`config.mk`:
```
export PLATFORM = sky130hd
export DESIGN_NAME = rst_seq_gen
export DESIGN_NICKNAME = d
export VERILOG_FILES = /design/src/rtl/rst_seq_gen_pkg.sv /design/src/rtl/rst_seq_gen_bufg.sv /design/src/rtl/rst_seq_gen_sync_chain.sv /design/src/rtl/rst_seq_gen.sv
export SDC_FILE = /design/constraint.sdc
export NUM_CORES = 1
export LEC_CHECK = 0
export CAP_MARGIN = 20
export CORE_MARGIN = 2
export CORE_UTILIZATION = 52
export DETAILED_ROUTE_END_ITERATION = 12
export GPL_TIMING_DRIVEN = 0
export PLACE_DENSITY_LB_ADDON = 0.05
export SETUP_SLACK_MARGIN = 0.4
export SLEW_MARGIN = 20
export SYNTH_ARGS = -nofsm -noshare
export SYNTH_HDL_FRONTEND = slang
export SYNTH_SLANG_ARGS = --single-unit
```
`constraint.sdc`:
```
create_clock -name CLK -period 2 [get_ports CLK]
set_clock_uncertainty 0.15 [all_clocks]
set_input_delay 0.2 -clock CLK [delete_from_list [all_inputs] [get_ports CLK]]
set_output_delay 0.2 -clock CLK [all_outputs]
set_load 0.02 [all_outputs]
```
`src/rtl/rst_seq_gen_pkg.sv`:
```
`default_nettype none
// +--------------------------------------------------------------------------+
// | Package     : rst_seq_pkg                                                |
// | Description : Shared types and helpers for the rst_seq_gen reset         |
// |               sequencer: FSM state encoding, counter width helper and    |
// |               the upper bound on the number of reset domains.            |
// | Revision    : 1.0 - initial release                                      |
// +--------------------------------------------------------------------------+
package rst_seq_pkg;

   // Largest supported number of reset outputs.
   localparam int MAX_DOM = 16;

   // Sequencer states.
   typedef enum logic [1:0] {
      ST_HOLD    = 2'd0,
      ST_STRETCH = 2'd1,
      ST_RELEASE = 2'd2,
      ST_RUN     = 2'd3
   } state_t;

   // Width of the shared stretch/gap counter. The counter only ever has to
   // reach max(stretch, gap) - 1, so this leaves one value of headroom.
   function automatic int cnt_w(input int stretch, input int gap);
      int m;
      m = (stretch > gap) ? stretch : gap;
      return (m > 0) ? $clog2(m + 1) : 1;
   endfunction

endpackage : rst_seq_pkg
`default_nettype wire

```
`src/rtl/rst_seq_gen_bufg.sv`:
```
`default_nettype none
// +--------------------------------------------------------------------------+
// | Module      : rst_seq_bufg                                               |
// | Description : Global-buffer cell for one reset output. Behaviourally a   |
// |               straight wire; the attribute asks the implementation flow  |
// |               to place a BUFG on this net.                               |
// | Ports       : i_d  in   flop output to be buffered                       |
// |               o_q  out  buffered reset                                   |
// | Revision    : 1.0 - initial release                                      |
// +--------------------------------------------------------------------------+
module rst_seq_bufg (
   input  logic i_d,
   (* clock_buffer_type = "BUFG" *)
   output logic o_q
);

   assign o_q = i_d;

endmodule : rst_seq_bufg
`default_nettype wire

```
`src/rtl/rst_seq_gen_sync_chain.sv`:
```
`default_nettype none
// +--------------------------------------------------------------------------+
// | Module      : rst_sync_chain                                             |
// | Description : Asynchronous-assert, synchronous-deassert reset chain.     |
// |               A 1 is shifted in on every clock edge while RST is low; the |
// |               internal reset is the inverse of the last stage.           |
// | Ports       : CLK        in   clock                                      |
// |               RST        in   async active-high reset                    |
// |               o_rst_int  out  synchronised internal reset, active-high   |
// | Revision    : 1.0 - initial release                                      |
// +--------------------------------------------------------------------------+
module rst_sync_chain #(
   parameter int STAGES = 2
) (
   input  logic CLK,
   input  logic RST,
   output logic o_rst_int
);

   logic [STAGES-1:0] r_chain;

   always_ff @(posedge CLK or posedge RST) begin
      if (RST) begin
         r_chain <= '0;
      end else begin
         r_chain <= {r_chain[STAGES-2:0], 1'b1};
      end
   end

   assign o_rst_int = ~r_chain[STAGES-1];

endmodule : rst_sync_chain
`default_nettype wire

```
`src/rtl/rst_seq_gen.sv`:
```
`default_nettype none
// +--------------------------------------------------------------------------+
// | Module      : rst_seq_gen                                                |
// | Description : Multi-domain reset sequencer. All outputs assert           |
// |               asynchronously on RST; after synchronised deassertion and  |
// |               a stretch period they release one at a time, bit 0 first,  |
// |               spaced by GAP cycles. SOFT_RST re-runs the sequence.       |
// | Ports       : CLK       in   clock                                       |
// |               RST       in   async active-high reset                     |
// |               SOFT_RST  in   synchronous soft-reset request              |
// |               RST_OUT   out  per-domain resets, active-high [N_DOM]      |
// |               READY     out  all domains released                        |
// |               BUSY      out  release sequence in progress                |
// | Revision    : 1.0 - initial release                                      |
// +--------------------------------------------------------------------------+
module rst_seq_gen
   import rst_seq_pkg::*;
#(
   parameter int N_DOM       = 3,
   parameter int SYNC_STAGES = 2,
   parameter int STRETCH     = 16,
   parameter int GAP         = 4,
   parameter int USE_BUFG    = 1
) (
   input  logic             CLK,
   input  logic             RST,
   input  logic             SOFT_RST,
   output logic [N_DOM-1:0] RST_OUT,
   output logic             READY,
   output logic             BUSY
);

   localparam int c_CW = cnt_w(STRETCH, GAP);
   localparam int c_IW = $clog2(MAX_DOM + 1);

   localparam logic [c_CW-1:0] c_STRETCH_M1 = c_CW'(STRETCH - 1);
   localparam logic [c_CW-1:0] c_GAP_M1     = c_CW'((GAP > 0) ? (GAP - 1) : 0);
   localparam logic [c_IW-1:0] c_LAST_IDX   = c_IW'(N_DOM - 1);
   // With a single domain or no gap, everything releases on the stretch edge.
   localparam bit              c_ALL_AT_ONCE = (N_DOM == 1) || (GAP == 0);

   logic             w_rst_int;

   state_t           r_state;
   state_t           w_state_nxt;
   logic [c_CW-1:0]  r_cnt;
   logic [c_CW-1:0]  w_cnt_nxt;
   logic [c_IW-1:0]  r_idx;
   logic [c_IW-1:0]  w_idx_nxt;
   logic [N_DOM-1:0] r_rst_out;
   logic [N_DOM-1:0] w_rst_out_nxt;
   logic             r_ready;
   logic             w_ready_nxt;
   logic             r_busy;
   logic             w_busy_nxt;

   rst_sync_chain #(
      .STAGES (SYNC_STAGES)
   ) u_sync (
      .CLK       (CLK),
      .RST       (RST),
      .o_rst_int (w_rst_int)
   );

   // State, counter, index and output flops. Every RST_OUT bit is its own
   // flop with async set so it asserts without a clock and never glitches.
   always_ff @(posedge CLK or posedge RST) begin
      if (RST) begin
         r_state   <= ST_HOLD;
         r_cnt     <= '0;
         r_idx     <= '0;
         r_rst_out <= '1;
         r_ready   <= 1'b0;
         r_busy    <= 1'b0;
      end else begin
         r_state   <= w_state_nxt;
         r_cnt     <= w_cnt_nxt;
         r_idx     <= w_idx_nxt;
         r_rst_out <= w_rst_out_nxt;
         r_ready   <= w_ready_nxt;
         r_busy    <= w_busy_nxt;
      end
   end

   always_comb begin
      w_state_nxt   = r_state;
      w_cnt_nxt     = r_cnt;
      w_idx_nxt     = r_idx;
      w_rst_out_nxt = r_rst_out;

      unique case (r_state)
         ST_HOLD: begin
            // SOFT_RST is deliberately ignored until the sync chain releases.
            w_cnt_nxt = '0;
            w_idx_nxt = '0;
            if (!w_rst_int) begin
               w_state_nxt = ST_STRETCH;
            end
         end

         ST_STRETCH: begin
            if (SOFT_RST) begin
               w_rst_out_nxt = '1;
               w_cnt_nxt     = '0;
               w_idx_nxt     = '0;
            end else if (r_cnt == c_STRETCH_M1) begin
               w_cnt_nxt = '0;
               if (c_ALL_AT_ONCE) begin
                  w_rst_out_nxt = '0;
                  w_state_nxt   = ST_RUN;
               end else begin
                  w_rst_out_nxt[0] = 1'b0;
                  w_idx_nxt        = c_IW'(1);
                  w_state_nxt      = ST_RELEASE;
               end
            end else begin
               w_cnt_nxt = r_cnt + c_CW'(1);
            end
         end

         ST_RELEASE: begin
            // A soft reset on a release edge wins: no bit is released.
            if (SOFT_RST) begin
               w_rst_out_nxt = '1;
               w_cnt_nxt     = '0;
               w_idx_nxt     = '0;
               w_state_nxt   = ST_STRETCH;
            end else if (r_cnt == c_GAP_M1) begin
               for (int i = 0; i < N_DOM; i++) begin
                  if (i == int'(r_idx)) begin
                     w_rst_out_nxt[i] = 1'b0;
                  end
               end
               w_cnt_nxt = '0;
               w_idx_nxt = r_idx + c_IW'(1);
               if (r_idx == c_LAST_IDX) begin
                  w_state_nxt = ST_RUN;
               end
            end else begin
               w_cnt_nxt = r_cnt + c_CW'(1);
            end
         end

         ST_RUN: begin
            if (SOFT_RST) begin
               w_rst_out_nxt = '1;
               w_cnt_nxt     = '0;
               w_idx_nxt     = '0;
               w_state_nxt   = ST_STRETCH;
            end
         end

         default: begin
            w_state_nxt = ST_HOLD;
         end
      endcase

      // Status flags are registered from the next state so they change on
      // the same edge as the outputs they describe.
      w_ready_nxt = (w_state_nxt == ST_RUN);
      w_busy_nxt  = (w_state_nxt == ST_STRETCH) || (w_state_nxt == ST_RELEASE);
   end

   assign READY = r_ready;
   assign BUSY  = r_busy;

   for (genvar g = 0; g < N_DOM; g++) begin : g_dom
      if (USE_BUFG != 0) begin : g_bufg
         rst_seq_bufg u_bufg (
            .i_d (r_rst_out[g]),
            .o_q (RST_OUT[g])
         );
      end else begin : g_direct
         assign RST_OUT[g] = r_rst_out[g];
      end
   end

endmodule : rst_seq_gen
`default_nettype wire

```
==> impl_metrics.xml <==
<?xml version="1.0" encoding="UTF-8"?>
<metrics>
  <group name="clock_network">
    <metric name="ctsHtreeMaxLevel" unit="">1</metric>
    <metric name="clock-root-buffer" unit="">sky130_fd_sc_hd__clkbuf_4</metric>
    <metric name="worst_skew_pair.late_latency" unit="ns">0.31</metric>
    <metric name="cts_tree" unit="">done</metric>
    <metric name="numCtsBuffers" unit="">3</metric>
    <metric name="cts.hold.buffers_added" unit="">0</metric>
    <metric name="clkSlewWorstSetupHoldPaths" unit="ns">0.11</metric>
    <metric name="clock_tree.buffer_depth" unit="">2</metric>
    <metric name="cts.sink_count" unit="">19</metric>
  </group>
  <group name="power_and_ir_drop">
    <metric name="power.static_leakage" unit="nW">0.749</metric>
    <metric name="design_power_total" unit="W">0.00203</metric>
    <metric name="vdd.ir_drop.worst" unit="mV">1.13</metric>
    <metric name="cellPowerDensity" unit="nW/um2">1190</metric>
  </group>
  <group name="worst_setup_path">
    <metric name="worst_r2r_path_depth" unit="">8</metric>
    <metric name="cp-start-kind" unit="">flop</metric>
    <metric name="worst-endpoint-arrival" unit="ns">2.20</metric>
    <metric name="cp_data_required_time" unit="ns">2.06</metric>
    <metric name="type_of_element_capturing_the_critical_path" unit="">flop</metric>
    <metric name="worst-path-max-fanout" unit="">10</metric>
    <metric name="reg_to_reg_start" unit="">r_state[1]$_DFF_PP0_</metric>
    <metric name="criticalPathCategory" unit="">reg -&gt; reg</metric>
    <metric name="critPathLaunch" unit="">r_state[1]$_DFF_PP0_</metric>
  </group>
  <group name="cells_and_area">
    <metric name="syn_to_final_growth" unit="%">40.0</metric>
    <metric name="antenna-diode-count" unit="">0</metric>
    <metric name="final_layout_size_suffix_gt1_share" unit="%">42.6</metric>
    <metric name="design.final.nets" unit="">171</metric>
  </group>
  <group name="floorplanning">
    <metric name="die-height" unit="um">52.3</metric>
    <metric name="core" unit="um2">2210</metric>
    <metric name="initial_core_util" unit="%">54.8</metric>
    <metric name="die_area" unit="um2">2730</metric>
    <metric name="dieWidth" unit="um">52.3</metric>
    <metric name="rows" unit="">17</metric>
    <metric name="num_io_pins" unit="">8</metric>
  </group>
  <group name="global_route">
    <metric name="initial_antenna_violation_count" unit="">0</metric>
    <metric name="maximum_number_of_pins_on_one_net_before_global_route_repair" unit="">20</metric>
    <metric name="globalRouteTotalUtil" unit="%">24.2</metric>
    <metric name="grt.overflow.total" unit="">0</metric>
    <metric name="grt_pass1_vias" unit="">1086</metric>
    <metric name="grt_pass1_wl" unit="um">4890</metric>
  </group>
  <group name="routing">
    <metric name="routed_wire_length_per_instance" unit="um">17.5</metric>
    <metric name="drt_drc_violations_left" unit="">0</metric>
    <metric name="initialDrtViolationCount" unit="">40</metric>
    <metric name="ant_nets" unit="">0</metric>
    <metric name="highest_layer" unit="">met4</metric>
    <metric name="wirelength_met1" unit="um">1440</metric>
    <metric name="wl" unit="um">3200</metric>
    <metric name="met2_wirelength" unit="um">1550</metric>
    <metric name="drt-vias-per-instance" unit="">6.06</metric>
    <metric name="drt_pre_antenna_iters" unit="">4</metric>
    <metric name="met3WireLength" unit="um">124</metric>
    <metric name="vias" unit="">1109</metric>
  </group>
  <group name="placement">
    <metric name="port_buffers" unit="">7</metric>
    <metric name="hpwlAfterDp" unit="um">1820</metric>
    <metric name="gp_routability_congestion" unit="">0.801</metric>
    <metric name="dpl_worst_slack" unit="ns">-0.348</metric>
  </group>
  <group name="sta">
    <metric name="maxSlewHeadroom" unit="%">50.9</metric>
    <metric name="hold_violations" unit="">0</metric>
    <metric name="finalSetupViolCount" unit="">7</metric>
    <metric name="max_slew.worst_pin.slew" unit="ns">0.736</metric>
    <metric name="layout_min_cycle_time" unit="ns">2.13</metric>
    <metric name="timing.final.max_slew_violations" unit="">0</metric>
    <metric name="final_critical_path_setup_slack" unit="ns">-0.132</metric>
    <metric name="max_clock_freq" unit="MHz">469</metric>
    <metric name="rsz0062_at_grt" unit="">yes</metric>
    <metric name="layout_worst_path_cycle_share" unit="%">107</metric>
    <metric name="fin_tns_setup" unit="ns">-0.274</metric>
  </group>
  <group name="yosys">
    <metric name="synthDominantAreaCellType" unit="">sky130_fd_sc_hd__dfrtp_1</metric>
    <metric name="post-synth-top-area-fraction" unit="%">33.0</metric>
    <metric name="ys_seq_elements" unit="">19</metric>
    <metric name="yosysSeqAreaShare" unit="%">39.5</metric>
    <metric name="synthFlopType" unit="">sky130_fd_sc_hd__dfrtp_1</metric>
    <metric name="yosysMostFrequentCell" unit="">sky130_fd_sc_hd__dfrtp_1</metric>
    <metric name="ys_top_cells_by_count" unit="">16 x sky130_fd_sc_hd__dfrtp_1, 12 x sky130_fd_sc_hd__ha_1, 12 x sky130_fd_sc_hd__nor2_1</metric>
    <metric name="syn_area" unit="um2">1210</metric>
    <metric name="proportion_of_synthesized_flip_flops_having_asynchronous_set_or_reset" unit="%">100</metric>
    <metric name="ys.warnings.count" unit="">0</metric>
    <metric name="syn_inst" unit="">128</metric>
    <metric name="synth_enable_flop_cells" unit="">0</metric>
    <metric name="post_synth_num_cell_types" unit="">43</metric>
    <metric name="synth_top_cells_by_area" unit="">sky130_fd_sc_hd__dfrtp_1 33%, sky130_fd_sc_hd__ha_1 12%, sky130_fd_sc_hd__dfstp_2 6.5%</metric>
    <metric name="postSynthAreaPerCell" unit="um2">9.47</metric>
    <metric name="synth_fp_nets" unit="">143</metric>
  </group>
  <group name="run">
    <metric name="drv_cap" unit="">0</metric>
  </group>
  <group name="outcome">
    <metric name="violations_in_the_final_reports" unit="">negative setup slack</metric>
    <metric name="outcome" unit="">complete, but fails checks</metric>
  </group>
  <group name="min_path">
    <metric name="min-delay-path-class" unit="">in -&gt; async</metric>
  </group>
</metrics>
per-layer routing:
metal / GRT usage [%] / up-vias
met4: 8.55 / 0
met5: 0 / -
met2: 41.3 / 44
met1: 31.4 / 545
li1: - / 511
met3: 2.86 / 9
metrics by stage:
stage	std cells	cell area [um2]	hold WS, ns	utilization, %
CTS	176	1600	0.186	72.2
global route	183	1700	0.222	76.8
finish	183	1700	0.149	76.8
global placement	163	1370	0.186	61.9
detailed placement	163	1370	0.189	61.9
floorplan	128	1260	-0.00109	-
where the power goes:
part           internal (W)  leakage (nW)  switching [W]
clock network     0.0000748        0.0177       0.000127
logic              0.000610         0.491       0.000678
registers          0.000463         0.239      0.0000721
cells in the final DEF, fill, tap and decap left out, drive strengths merged, types with 3 or more instances in the layout:
| cell type | instances |
|---|---|
| nand3 | 3 |
| nor2 | 13 |
| nand2b | 4 |
| o21ai | 5 |
| or3 | 3 |
| inv | 9 |
| nand2 | 9 |
| a21oi | 6 |
| dfrtp | 16 |
| dfstp | 3 |
| ha | 12 |
| buf | 23 |
| clkbuf | 5 |
critical path, cell delays in order, from the launching register on:
cell and delay [ns]:
sky130_fd_sc_hd__dfrtp_2 0.48, sky130_fd_sc_hd__buf_6 0.15, sky130_fd_sc_hd__ha_4 0.17, sky130_fd_sc_hd__buf_8 0.14
sky130_fd_sc_hd__o21ai_0 0.25, sky130_fd_sc_hd__nand2_1 0.11, sky130_fd_sc_hd__a221oi_2 0.27, sky130_fd_sc_hd__a21oi_2 0.08
sky130_fd_sc_hd__ha_4 0.24
registers in the layout, summed over array words and instances (netlist names):
register / flops
u_sync.r_chain: 2
r_state: 2
r_cnt: 5
r_rst_out: 3
READY: 1
BUSY: 1
r_idx: 5
final cells by class:
cell class	count	area [um2]
Buffer	7	65.1
Clock buffer	3	22.5
Clock inverter	1	5.00
Fill cell	150	514
Inverter	9	38.8
Multi-Input combinational cell	93	855
Sequential cell	19	483
Tap cell	28	35.0
Timing Repair Buffer	23	194
cell families after synthesis:
kind of cell,count (synthesis),share of synthesized area (%)
other,1,0.309
AO/OA/AOI/OAI,35,21.8
adder cells (fa/ha/maj),12,12.4
multiplexers,2,1.65
AND/OR/NAND/NOR,43,18.4
flip-flops,19,39.5
buffers and inverters,16,5.98
worst paths after layout:
check	slack, ns	end
worst max-delay path	-0.13	BUSY$_DFF_PP0_
worst min-delay path	0.15	u_sync.r_chain[0]$_DFF_PP0_
worst max register to register	-0.13	BUSY$_DFF_PP0_
worst min register to register	0.22	u_sync.r_chain[1]$_DFF_PP0_
max in group asynchronous	1.04	r_cnt[2]$_DFFE_PP0P_
min in group CLK	0.22	u_sync.r_chain[1]$_DFF_PP0_
repair_timing:
item	in CTS	in global routing
pin swaps	15	18
cloned	0	0
setup buffers	9	7
endpoints found under the setup margin	21	20
gates resized for setup	36	19
Power figures use the tool's default switching activity.
